$ cat src/rtl/debug_unit_ctrl_if.sv
// rtl/debug_unit_ctrl_if.sv - host link, load, pipeline and dump bus bundle for debug_unit_ctrl
interface debug_unit_ctrl_if #(
  parameter int NB_ADDR = 8
);
  logic [7:0]         i_rx_data;
  logic               i_rx_valid;
  logic [7:0]         o_tx_data;
  logic               o_tx_start;
  logic               i_tx_done;
  logic [31:0]        o_inst_load;
  logic [NB_ADDR-1:0] o_addr_inst_load;
  logic               o_en_write;
  logic               o_debug_unit;
  logic               o_enable_pipe;
  logic               o_en_read;
  logic               i_halt;
  logic [NB_ADDR-1:0] i_data_send_pc;
  logic [NB_ADDR-1:0] i_count_cycles;
  logic [4:0]         o_addr_debug_unit;
  logic [31:0]        i_data_reg_debug_unit;
  logic [NB_ADDR-1:0] o_addr_mem_debug_unit;
  logic [31:0]        i_data_mem_debug_unit;

  modport master (
    input  i_rx_data, i_rx_valid, i_tx_done, i_halt, i_data_send_pc, i_count_cycles,
           i_data_reg_debug_unit, i_data_mem_debug_unit,
    output o_tx_data, o_tx_start, o_inst_load, o_addr_inst_load, o_en_write, o_debug_unit,
           o_enable_pipe, o_en_read, o_addr_debug_unit, o_addr_mem_debug_unit
  );

  modport slave (
    output i_rx_data, i_rx_valid, i_tx_done, i_halt, i_data_send_pc, i_count_cycles,
           i_data_reg_debug_unit, i_data_mem_debug_unit,
    input  o_tx_data, o_tx_start, o_inst_load, o_addr_inst_load, o_en_write, o_debug_unit,
           o_enable_pipe, o_en_read, o_addr_debug_unit, o_addr_mem_debug_unit
  );
endinterface

$ cat src/rtl/debug_unit_ctrl.sv
// rtl/debug_unit_ctrl.sv - debug unit FSM: program load, run/step control and state dump
module debug_unit_ctrl #(
  parameter int NB_ADDR    = 8,
  parameter int N_MEM_DUMP = 16
) (
  input  logic              clock,
  input  logic              i_reset_n,
  debug_unit_ctrl_if.master bus
);
  localparam logic [2:0] IDLE       = 3'd0;
  localparam logic [2:0] LOAD_BYTE  = 3'd1;
  localparam logic [2:0] LOAD_WRITE = 3'd2;
  localparam logic [2:0] RUN        = 3'd3;
  localparam logic [2:0] STEP       = 3'd4;
  localparam logic [2:0] DUMP_FETCH = 3'd5;
  localparam logic [2:0] DUMP_SEND  = 3'd6;
  localparam logic [2:0] DUMP_WAIT  = 3'd7;

  // Dump fields: 0 = PC, 1 = cycle count, 2..33 = registers, then memory words
  localparam int            N_FIELDS   = 34 + N_MEM_DUMP;
  localparam int            FW         = $clog2(N_FIELDS);
  localparam logic [FW-1:0] FIRST_REG  = FW'(2);
  localparam logic [FW-1:0] FIRST_MEM  = FW'(34);
  localparam logic [FW-1:0] LAST_FIELD = FW'(N_FIELDS - 1);
  localparam logic [5:0]    HALT_OP    = 6'b111111;

  logic [2:0]    state;
  logic [1:0]    byte_cnt;
  logic [23:0]   load_word;
  logic [31:0]   tx_word;
  logic [31:0]   fetch_word;
  logic [FW-1:0] field;
  logic          fetch_ph;

  always_comb begin
    fetch_word = bus.i_data_mem_debug_unit;
    if (field == '0)
      fetch_word = 32'(bus.i_data_send_pc);
    else if (field == FW'(1))
      fetch_word = 32'(bus.i_count_cycles);
    else if (field < FIRST_MEM)
      fetch_word = bus.i_data_reg_debug_unit;
  end

  always_ff @(posedge clock or negedge i_reset_n) begin
    if (!i_reset_n) begin
      state                     <= IDLE;
      byte_cnt                  <= '0;
      load_word                 <= '0;
      tx_word                   <= '0;
      field                     <= '0;
      fetch_ph                  <= 1'b0;
      bus.o_tx_data             <= '0;
      bus.o_tx_start            <= 1'b0;
      bus.o_inst_load           <= '0;
      bus.o_addr_inst_load      <= '0;
      bus.o_en_write            <= 1'b0;
      bus.o_debug_unit          <= 1'b0;
      bus.o_enable_pipe         <= 1'b0;
      bus.o_en_read             <= 1'b0;
      bus.o_addr_debug_unit     <= '0;
      bus.o_addr_mem_debug_unit <= '0;
    end else begin
      case (state)
        IDLE: begin
          if (bus.i_rx_valid) begin
            case (bus.i_rx_data)
              8'h01: begin
                state                <= LOAD_BYTE;
                bus.o_debug_unit     <= 1'b1;
                bus.o_addr_inst_load <= '0;
                byte_cnt             <= '0;
              end
              8'h02: begin
                state             <= RUN;
                bus.o_enable_pipe <= 1'b1;
                bus.o_en_read     <= 1'b1;
              end
              8'h03: begin
                state             <= STEP;
                bus.o_enable_pipe <= 1'b1;
                bus.o_en_read     <= 1'b1;
              end
              default: state <= IDLE;
            endcase
          end
        end
        LOAD_BYTE: begin
          if (bus.i_rx_valid) begin
            load_word <= {load_word[15:0], bus.i_rx_data};
            byte_cnt  <= byte_cnt + 2'd1;
            if (byte_cnt == 2'd3) begin
              bus.o_inst_load <= {load_word, bus.i_rx_data};
              bus.o_en_write  <= 1'b1;
              state           <= LOAD_WRITE;
            end
          end
        end
        LOAD_WRITE: begin
          bus.o_en_write       <= 1'b0;
          bus.o_addr_inst_load <= bus.o_addr_inst_load + NB_ADDR'(1);
          if (bus.o_inst_load[31:26] == HALT_OP) begin
            state            <= IDLE;
            bus.o_debug_unit <= 1'b0;
          end else begin
            state <= LOAD_BYTE;
          end
        end
        RUN: begin
          if (bus.i_halt) begin
            bus.o_enable_pipe <= 1'b0;
            bus.o_en_read     <= 1'b0;
            fetch_ph          <= 1'b0;
            state             <= DUMP_FETCH;
          end
        end
        STEP: begin
          bus.o_enable_pipe <= 1'b0;
          bus.o_en_read     <= 1'b0;
          fetch_ph          <= 1'b0;
          state             <= DUMP_FETCH;
        end
        DUMP_FETCH: begin
          // First cycle lets the read address settle; the word is taken on the second
          if (!fetch_ph) begin
            fetch_ph <= 1'b1;
          end else begin
            bus.o_tx_data  <= fetch_word[31:24];
            tx_word        <= {fetch_word[23:0], 8'h00};
            bus.o_tx_start <= 1'b1;
            byte_cnt       <= '0;
            state          <= DUMP_SEND;
            if (field >= FIRST_MEM)
              bus.o_addr_mem_debug_unit <= bus.o_addr_mem_debug_unit + NB_ADDR'(1);
            else if (field >= FIRST_REG)
              bus.o_addr_debug_unit <= bus.o_addr_debug_unit + 5'd1;
          end
        end
        DUMP_SEND: begin
          bus.o_tx_start <= 1'b0;
          state          <= DUMP_WAIT;
        end
        DUMP_WAIT: begin
          if (bus.i_tx_done) begin
            if (byte_cnt != 2'd3) begin
              byte_cnt       <= byte_cnt + 2'd1;
              bus.o_tx_data  <= tx_word[31:24];
              tx_word        <= tx_word << 8;
              bus.o_tx_start <= 1'b1;
              state          <= DUMP_SEND;
            end else if (field == LAST_FIELD) begin
              field                     <= '0;
              bus.o_addr_debug_unit     <= '0;
              bus.o_addr_mem_debug_unit <= '0;
              state                     <= IDLE;
            end else begin
              field    <= field + FW'(1);
              fetch_ph <= 1'b0;
              state    <= DUMP_FETCH;
            end
          end
        end
        default: state <= IDLE;
      endcase
    end
  end
endmodule

$ cat src/flat_wrapper.sv
// flat-port wrapper written by rule: the top's interface ports become plain ports
module debug_unit_ctrl_flat 
#(
  parameter int NB_ADDR    = 8,
  parameter int N_MEM_DUMP = 16
)
  (clock, i_reset_n, bus_i_rx_data, bus_i_rx_valid, bus_i_tx_done, bus_i_halt, bus_i_data_send_pc, bus_i_count_cycles, bus_i_data_reg_debug_unit, bus_i_data_mem_debug_unit, bus_o_tx_data, bus_o_tx_start, bus_o_inst_load, bus_o_addr_inst_load, bus_o_en_write, bus_o_debug_unit, bus_o_enable_pipe, bus_o_en_read, bus_o_addr_debug_unit, bus_o_addr_mem_debug_unit);
  debug_unit_ctrl_if #(.NB_ADDR(NB_ADDR)) bus_i ();
  input  logic clock;
  input  logic i_reset_n;
  input wire logic [$bits(bus_i.i_rx_data)-1:0] bus_i_rx_data;
  input wire logic [$bits(bus_i.i_rx_valid)-1:0] bus_i_rx_valid;
  input wire logic [$bits(bus_i.i_tx_done)-1:0] bus_i_tx_done;
  input wire logic [$bits(bus_i.i_halt)-1:0] bus_i_halt;
  input wire logic [$bits(bus_i.i_data_send_pc)-1:0] bus_i_data_send_pc;
  input wire logic [$bits(bus_i.i_count_cycles)-1:0] bus_i_count_cycles;
  input wire logic [$bits(bus_i.i_data_reg_debug_unit)-1:0] bus_i_data_reg_debug_unit;
  input wire logic [$bits(bus_i.i_data_mem_debug_unit)-1:0] bus_i_data_mem_debug_unit;
  output wire logic [$bits(bus_i.o_tx_data)-1:0] bus_o_tx_data;
  output wire logic [$bits(bus_i.o_tx_start)-1:0] bus_o_tx_start;
  output wire logic [$bits(bus_i.o_inst_load)-1:0] bus_o_inst_load;
  output wire logic [$bits(bus_i.o_addr_inst_load)-1:0] bus_o_addr_inst_load;
  output wire logic [$bits(bus_i.o_en_write)-1:0] bus_o_en_write;
  output wire logic [$bits(bus_i.o_debug_unit)-1:0] bus_o_debug_unit;
  output wire logic [$bits(bus_i.o_enable_pipe)-1:0] bus_o_enable_pipe;
  output wire logic [$bits(bus_i.o_en_read)-1:0] bus_o_en_read;
  output wire logic [$bits(bus_i.o_addr_debug_unit)-1:0] bus_o_addr_debug_unit;
  output wire logic [$bits(bus_i.o_addr_mem_debug_unit)-1:0] bus_o_addr_mem_debug_unit;
  assign bus_i.i_rx_data = bus_i_rx_data;
  assign bus_i.i_rx_valid = bus_i_rx_valid;
  assign bus_i.i_tx_done = bus_i_tx_done;
  assign bus_i.i_halt = bus_i_halt;
  assign bus_i.i_data_send_pc = bus_i_data_send_pc;
  assign bus_i.i_count_cycles = bus_i_count_cycles;
  assign bus_i.i_data_reg_debug_unit = bus_i_data_reg_debug_unit;
  assign bus_i.i_data_mem_debug_unit = bus_i_data_mem_debug_unit;
  assign bus_o_tx_data = bus_i.o_tx_data;
  assign bus_o_tx_start = bus_i.o_tx_start;
  assign bus_o_inst_load = bus_i.o_inst_load;
  assign bus_o_addr_inst_load = bus_i.o_addr_inst_load;
  assign bus_o_en_write = bus_i.o_en_write;
  assign bus_o_debug_unit = bus_i.o_debug_unit;
  assign bus_o_enable_pipe = bus_i.o_enable_pipe;
  assign bus_o_en_read = bus_i.o_en_read;
  assign bus_o_addr_debug_unit = bus_i.o_addr_debug_unit;
  assign bus_o_addr_mem_debug_unit = bus_i.o_addr_mem_debug_unit;
  debug_unit_ctrl #(.NB_ADDR(NB_ADDR), .N_MEM_DUMP(N_MEM_DUMP)) u_core (.clock(clock), .i_reset_n(i_reset_n), .bus(bus_i));
endmodule
$ cat config.mk
export PLATFORM = sky130hd
export DESIGN_NAME = debug_unit_ctrl_flat
export DESIGN_NICKNAME = d
export VERILOG_FILES = /design/src/rtl/debug_unit_ctrl_if.sv /design/src/rtl/debug_unit_ctrl.sv /design/src/flat_wrapper.sv
export SDC_FILE = /design/constraint.sdc
export NUM_CORES = 1
export LEC_CHECK = 0
export CORE_ASPECT_RATIO = 1.1
export CORE_MARGIN = 5
export CORE_UTILIZATION = 29
export CTS_CLUSTER_SIZE = 28
export DETAILED_ROUTE_END_ITERATION = 8
export PLACE_DENSITY_LB_ADDON = 0.15
export SYNTH_ARGS = -nofsm -noshare
export SYNTH_HDL_FRONTEND = slang
export SYNTH_SLANG_ARGS = --single-unit
$ cat constraint.sdc
create_clock -name clock -period 3.02 [get_ports clock]
set_clock_uncertainty 0.2 [all_clocks]
set_input_delay 0.302 -clock clock [delete_from_list [all_inputs] [get_ports clock]]
set_output_delay 0.302 -clock clock [all_outputs]
set_load 0.02 [all_outputs]
# Word-level counts from Yosys, hierarchy flattened
# Cells that the tools add are included.
[op_classes] addsub=5 n_lt_le_gt_ge=3 eq_ne=31 muxes=65 n_bitwise=1 reduce_logical=24
[op_table] operator="2-to-1 mux 32 bit" count=6
[op_table] operator="2-to-1 mux 8 bit" count=10
[op_table] operator="case mux 32 bit (2 select lines)" count=1
[op_table] operator="case mux 8 bit (2 select lines)" count=3
[op_table] operator="2-to-1 mux 5 bit" count=6
[op_table] operator="2-to-1 mux 3 bit" count=8
[op_table] operator="case mux 3 bit (8 select lines)" count=1
[op_table] operator="inequality test 2 bit (second input constant)" count=10
[op_table] operator="adder 8 x 1 -> 8 bit (second input constant)" count=2
[op_table] operator="== test 8 x 2 -> 1 bit (second input constant)" count=2
[op_table] operator="AND reduction 4 bit" count=4
[op_table] operator="2-to-1 mux 1 bit" count=15
[op_table] operator="inequality test 2 x 1 -> 1 bit (second input constant)" count=7
[op_table] operator="AND reduction 7 bit" count=2
[op_table] operator="== test 3 bit (second input constant)" count=4
[op_table] operator="== test 6 bit (second input constant)" count=2
[op_table] operator="2-to-1 mux 2 bit" count=6
[op_table] operator="AND reduction 3 bit" count=4
[op_table] operator="AND reduction 6 bit" count=2
[op_table] operator="case mux 5 bit (2 select lines)" count=1
[op_table] operator="case mux 3 bit (3 select lines)" count=1
[op_table] operator="== test 8 x 1 -> 1 bit (second input constant)" count=1
[op_table] operator="case mux 2 bit (4 select lines)" count=1
[op_table] operator="nonzero test 4 bit" count=2
[op_table] operator="other kinds (22)" count=28
[word_totals] reg_bits=133 in_bits=93 out_inout_bits=66 word_cells=144

# Depth between registers and ports, before layout
[depth] ltp_word=6 ltp_mapped=8 ltp_nobuf=6

# Worst setup path before layout
# OpenSTA, ideal clock, no wires.
[synth_path] kind="register to register" startpoint="reg u_core.field[1]" endpoint="reg u_core.bus.o_addr_mem_debug_unit[7] (netlist bit)" setup_time_ns=0.078 arrival_ns=2.199 required_ns=2.742 path_slack_ns=0.544 stages_incl_launch_ff=8 path_buffers=1 period_less_slack_ns=2.476 cell_sequence="dfrtp_1 > inv_1 > ha_1 > or3b_1 > buf_2 > o32a_4 > or4_1 > a21oi_1"
[synth_between] elab_chain_cells=3 word_cells_on_any_way=5 cone_classes="1 x order compare; 3 x eq/ne; 1 x reduce/logical"
[synth_lines] item="from (decl)" line_no="debug_unit_ctrl.sv:32" text="logic [FW-1:0] field;"
[synth_lines] item="from (signal assigned)" line_no="debug_unit_ctrl.sv:157" text="field <= field + FW'(1);"
[synth_lines] item=">= comparator 6 bit or == test 6 bit (tied branches)" line_no="debug_unit_ctrl.sv:133, debug_unit_ctrl.sv:151"
[synth_lines] item="inequality test 2 x 1 -> 1 bit (no line)"
[synth_lines] item="AND reduction 6 bit (no line) *"
[synth_lines] item="to (signal assigned)" line_no="debug_unit_ctrl.sv:134" text="bus.o_addr_mem_debug_unit <= bus.o_addr_mem_debug_unit + NB_ADDR'(1);"
[synth_lines] item="to (decl)" line_no="debug_unit_ctrl_if.sv:28" text="o_enable_pipe, o_en_read, o_addr_debug_unit, o_addr_mem_debug_unit"
# Mark *: on every way between the ends. The rest lies on a longest branch, timed or not.
# A chain may end at the register's enable or synchronous reset.

# Worst setup path in the final report
[layout_path] startpoint="reg u_core.field[1]" endpoint="reg u_core.tx_word[21]"
[layout_between] elab_chain_cells=6 word_cells_on_any_way=8 cone_classes="1 x order compare; 1 x eq/ne; 5 x mux; 1 x reduce/logical"
[layout_lines] item="less-than comparator 6 bit" line_no="debug_unit_ctrl.sv:41" text="else if (field < FIRST_MEM)"
[layout_lines] item="2-to-1 mux 32 bit" line_no="debug_unit_ctrl.sv:41"
[layout_lines] item="2-to-1 mux 32 bit" line_no="debug_unit_ctrl.sv:39" text="else if (field == FW'(1))"
[layout_lines] item="2-to-1 mux 32 bit *" line_no="debug_unit_ctrl.sv:37" text="if (field == '0)"
[layout_lines] item="2-to-1 mux 32 bit *" line_no="debug_unit_ctrl.sv:125" text="if (!fetch_ph) begin"
[layout_lines] item="case mux 32 bit (2 select lines) *" line_no="debug_unit_ctrl.sv:64" text="case (state)"
[layout_lines] item="to (signal assigned)" line_no="debug_unit_ctrl.sv:129" text="tx_word <= {fetch_word[23:0], 8'h00};"
[layout_lines] item="to (signal assigned)" line_no="debug_unit_ctrl.sv:148" text="tx_word <= tx_word << 8;"
[layout_lines] item="to (decl)" line_no="debug_unit_ctrl.sv:30" text="logic [31:0] tx_word;"
# Mark *: on every way between the ends. The rest lies on a longest branch, timed or not. The select of a mux whose other input is x is not followed.

==> summary.md <==
| Metric | Value |
|---|---|
| Ys async rst share | `100%` |
| Routed WL | `17.2 mm` |
| Synth Area in Simple Gates | `13.4%` |
| Clock buffer depth | `2` |
| Crit path max fanout | `24` |
| Synth Flop Type | `dfrtp_1` |
| Register area | `3130 um2` |
| Total CTS buffers | `17` |
| Clock slew at reported path FFs | `0.06 ns` |
| Cell Area, Synth | `6150 um2` |
| Hold slack | `0.261 ns` |
| Setup TNS | `0 ns` |
| Syn Inst Count | `570` |
| Met3 wire len | `1.09 mm` |
| Fin. max-slew vios | `0` |
| Relative slew margins | `26.5%` |
| Req. time, crit path | `3.15 ns` |
| I/O pins | `159` |
| Synth top area cells | `dfrtp_1 51%, mux2_2 15%, nand2_1 4.8%, a22oi_1 3.2%, o21ai_0 2.9%` |
| Core area | `20,700 um2` |
| Max H-tree Level | `4` |
| Synth cell types | `54` |
| Critical path data arrival time | `2.81 ns` |
| Drt first-iter violations | `242` |
| Part of the cycle the worst path needs | `88.6%` |
| DR WL met2 | `8.38 mm` |
| # rows | `55` |
| Crit path launch type | `flip-flop` |
| Largest net degree at the start of global routing | `57` |
| Vias in the first global route | `5,175` |
| TritonRoute pass-1 iters | `6` |
| Status | `complete, no violations` |
| Post-Synth Adder-Cell Area | `1.63%` |
| Area grow syn2layout | `40.6%` |
| N_diodes | `0` |
| Fin area | `8640 um2` |
| # port buffers | `158` |
| Largest family of logic cells by synthesized area | `multiplexers` |
| Post-CTS setup buffers | `0` |
| Die area | `24,200 um2` |
| Synthesis Warnings | `0` |
| Top layer in use | `met4` |
| Post-synth EDFFs | `0` |
| Top post-synthesis cells by count | `125 x dfrtp_1, 84 x mux2_2, 78 x nand2_1` |
| Clock Root Buffer | `clkbuf_16` |
| Initial Util | `29.7%` |
| First-pass GRT wire length | `27.8 mm` |
| Minimum clock period | `2.68 ns` |
| Leading area contributor after synthesis | `dfrtp_1` |
| Fmax | `0.374 GHz` |
| Worst skew pair latency | `0.42 ns` |
| Synth Area in XOR/XNOR | `1.28%` |
| Crit path kind | `flip-flop to flip-flop` |
| DRC violations left | `0` |
| DP HPWL | `12.6 mm` |
| Gr ovfl total | `0` |
| Least-Margin Pin Slew | `1.10 ns` |
| Register bit count reported by yosys | `125` |
| Lkg Pwr | `3.73 nW` |
| Worst hold path class | `input port to async pin` |
| Pwr dens | `679 nW/um2` |
| Setup violations, final | `0` |
| Sequential element share of the synthesized area | `50.9%` |
| Footprint of the multi-input gates | `2830 um2` |
| Die extent in x | `149 um` |
| Chip height | `163 um` |
| GP Congestion | `0.822` |
| Antenna violations before repair | `0` |
| Layout cells sized above 1 | `19.4%` |
| Routed wire per std cell | `16.8 um` |
| Via density per instance | `4.84` |
| CTS tree | `built` |
| Most common cell in the synthesized netlist | `dfrtp_1` |
| Fillers | `2,002` |
| Peak supply drop | `0.461 mV` |
| Fraction of the mapped netlist area in compound gates | `13.3%` |
| Dpl cell area | `8050 um2` |
| Max-cap viol count | `0` |
| Via Count | `4,955` |
| Post-synthesis mux area share | `16.4%` |
| GRT Total Usage | `14.3%` |
| Final nets | `826` |
| Total clock sinks | `125` |
| RSZ-0062 raised after global routing | `no` |
| Syn avg cell area | `10.8 um2` |
| Synth top area share | `50.9%` |
| Hold Fails Final Rpt | `0` |
| M1 wire length | `7.57 mm` |
| Crit end category | `flip-flop` |
| Syn nets | `671` |
| Post-route ant nets | `0` |
placed cells by master (no fill, tap or decap), types with 3 or more instances in the layout:
cell,n
clkdlybuf4s50_1,157
a21oi_1,14
nand2_1,78
ha_1,8
inv_1,9
nand3_1,10
nand4_1,5
inv_6,6
buf_4,15
o21a_1,3
mux2i_1,6
xnor2_1,6
a31oi_1,5
nor2_1,25
o22ai_1,9
or2_2,4
mux2_2,84
nand3b_1,3
inv_8,7
dfrtp_1,125
nor3_1,7
o21ai_0,36
xor2_1,3
nor4_1,6
or4_1,4
a22oi_1,26
o31ai_1,9
and3_1,11
clkbuf_16,17
sequential cells by signal, summed over array words and instances (netlist names), 3 cells and up:
register	flops
u_core.field	6
u_core.bus.o_addr_inst_load	8
u_core.bus.o_inst_load	32
u_core.bus.o_addr_mem_debug_unit	8
u_core.load_word	24
u_core.state	3
u_core.bus.o_addr_debug_unit	5
u_core.bus.o_tx_data	8
u_core.tx_word	24
metrics by stage:
stage               utilization, %  power, mW  instances  setup slack [ns]
finish                        41.7       5.87       1023             0.343
global placement              38.9       3.85        990             0.468
floorplan                        -       3.23        570             0.544
global route                  41.7       6.23       1023             0.128
CTS                           41.7       5.94       1023             0.332
detailed placement            38.9       3.91        990             0.354
worst max-delay path, cell delays in order, from the launching register on:
cell	delay, ns
dfrtp_1	0.50
inv_1	0.13
ha_1	0.24
or2_2	0.30
a21oi_2	0.83
a22oi_1	0.16
o21ai_0	0.23
what timing repair did:
action	in CTS	in global routing
hold buffers	1	0
hold endpoints to repair	45	0
resized for setup	0	0
where the power goes:
group	leakage [nW]	internal (mW)	switching [mW]
clock	0.290	1.11	0.889
sequential	1.61	1.92	0.225
combinational	1.83	0.732	0.992
final cells by class:
cell class                      count  share of cell area [%]
Timing Repair Buffer              174                    19.8
Clock inverter                     15                    1.81
Tap cell                          285                    4.13
Sequential cell                   125                    36.2
Multi-Input combinational cell    398                    32.7
Inverter                            9                   0.391
Clock buffer                       17                    4.92
worst paths after layout:
check	start	end	slack, ns	depth (start not counted)
worst max-delay path	u_core.field[1]$_DFFE_PN0P_	u_core.tx_word[21]$_DFFE_PN0P_	0.34	6
worst min-delay path	i_reset_n	u_core.tx_word[14]$_DFFE_PN0P_	0.26	2
worst max register to register	u_core.field[1]$_DFFE_PN0P_	u_core.tx_word[21]$_DFFE_PN0P_	0.34	6
worst min register to register	u_core.bus.o_tx_data[4]$_DFFE_PN0P_	u_core.bus.o_tx_data[4]$_DFFE_PN0P_	0.29	2
max in group asynchronous	i_reset_n	u_core.bus.o_inst_load[6]$_DFFE_PN0P_	1.54	3
min in group clock	u_core.bus.o_tx_data[4]$_DFFE_PN0P_	u_core.bus.o_tx_data[4]$_DFFE_PN0P_	0.29	2
per-layer routing:
| metal | up-vias | GRT usage [%] |
|---|---|---|
| met5 | - | 0 |
| met4 | 0 | 3.58 |
| met3 | 13 | 4.45 |
| met2 | 130 | 24.1 |
| met1 | 2422 | 18.0 |
| li1 | 2390 | - |
cells by family after synthesis:
| family | Yosys count |
|---|---|
| buffers and inverters | 47 |
| DFF | 125 |
| AOI/OAI and AO/OA | 121 |
| and+or+nand+nor | 170 |
| muxes | 90 |
| adders and majority gates | 8 |
| xor gates and xnor gates | 9 |
Note: power is estimated with default switching activity, not from simulation.
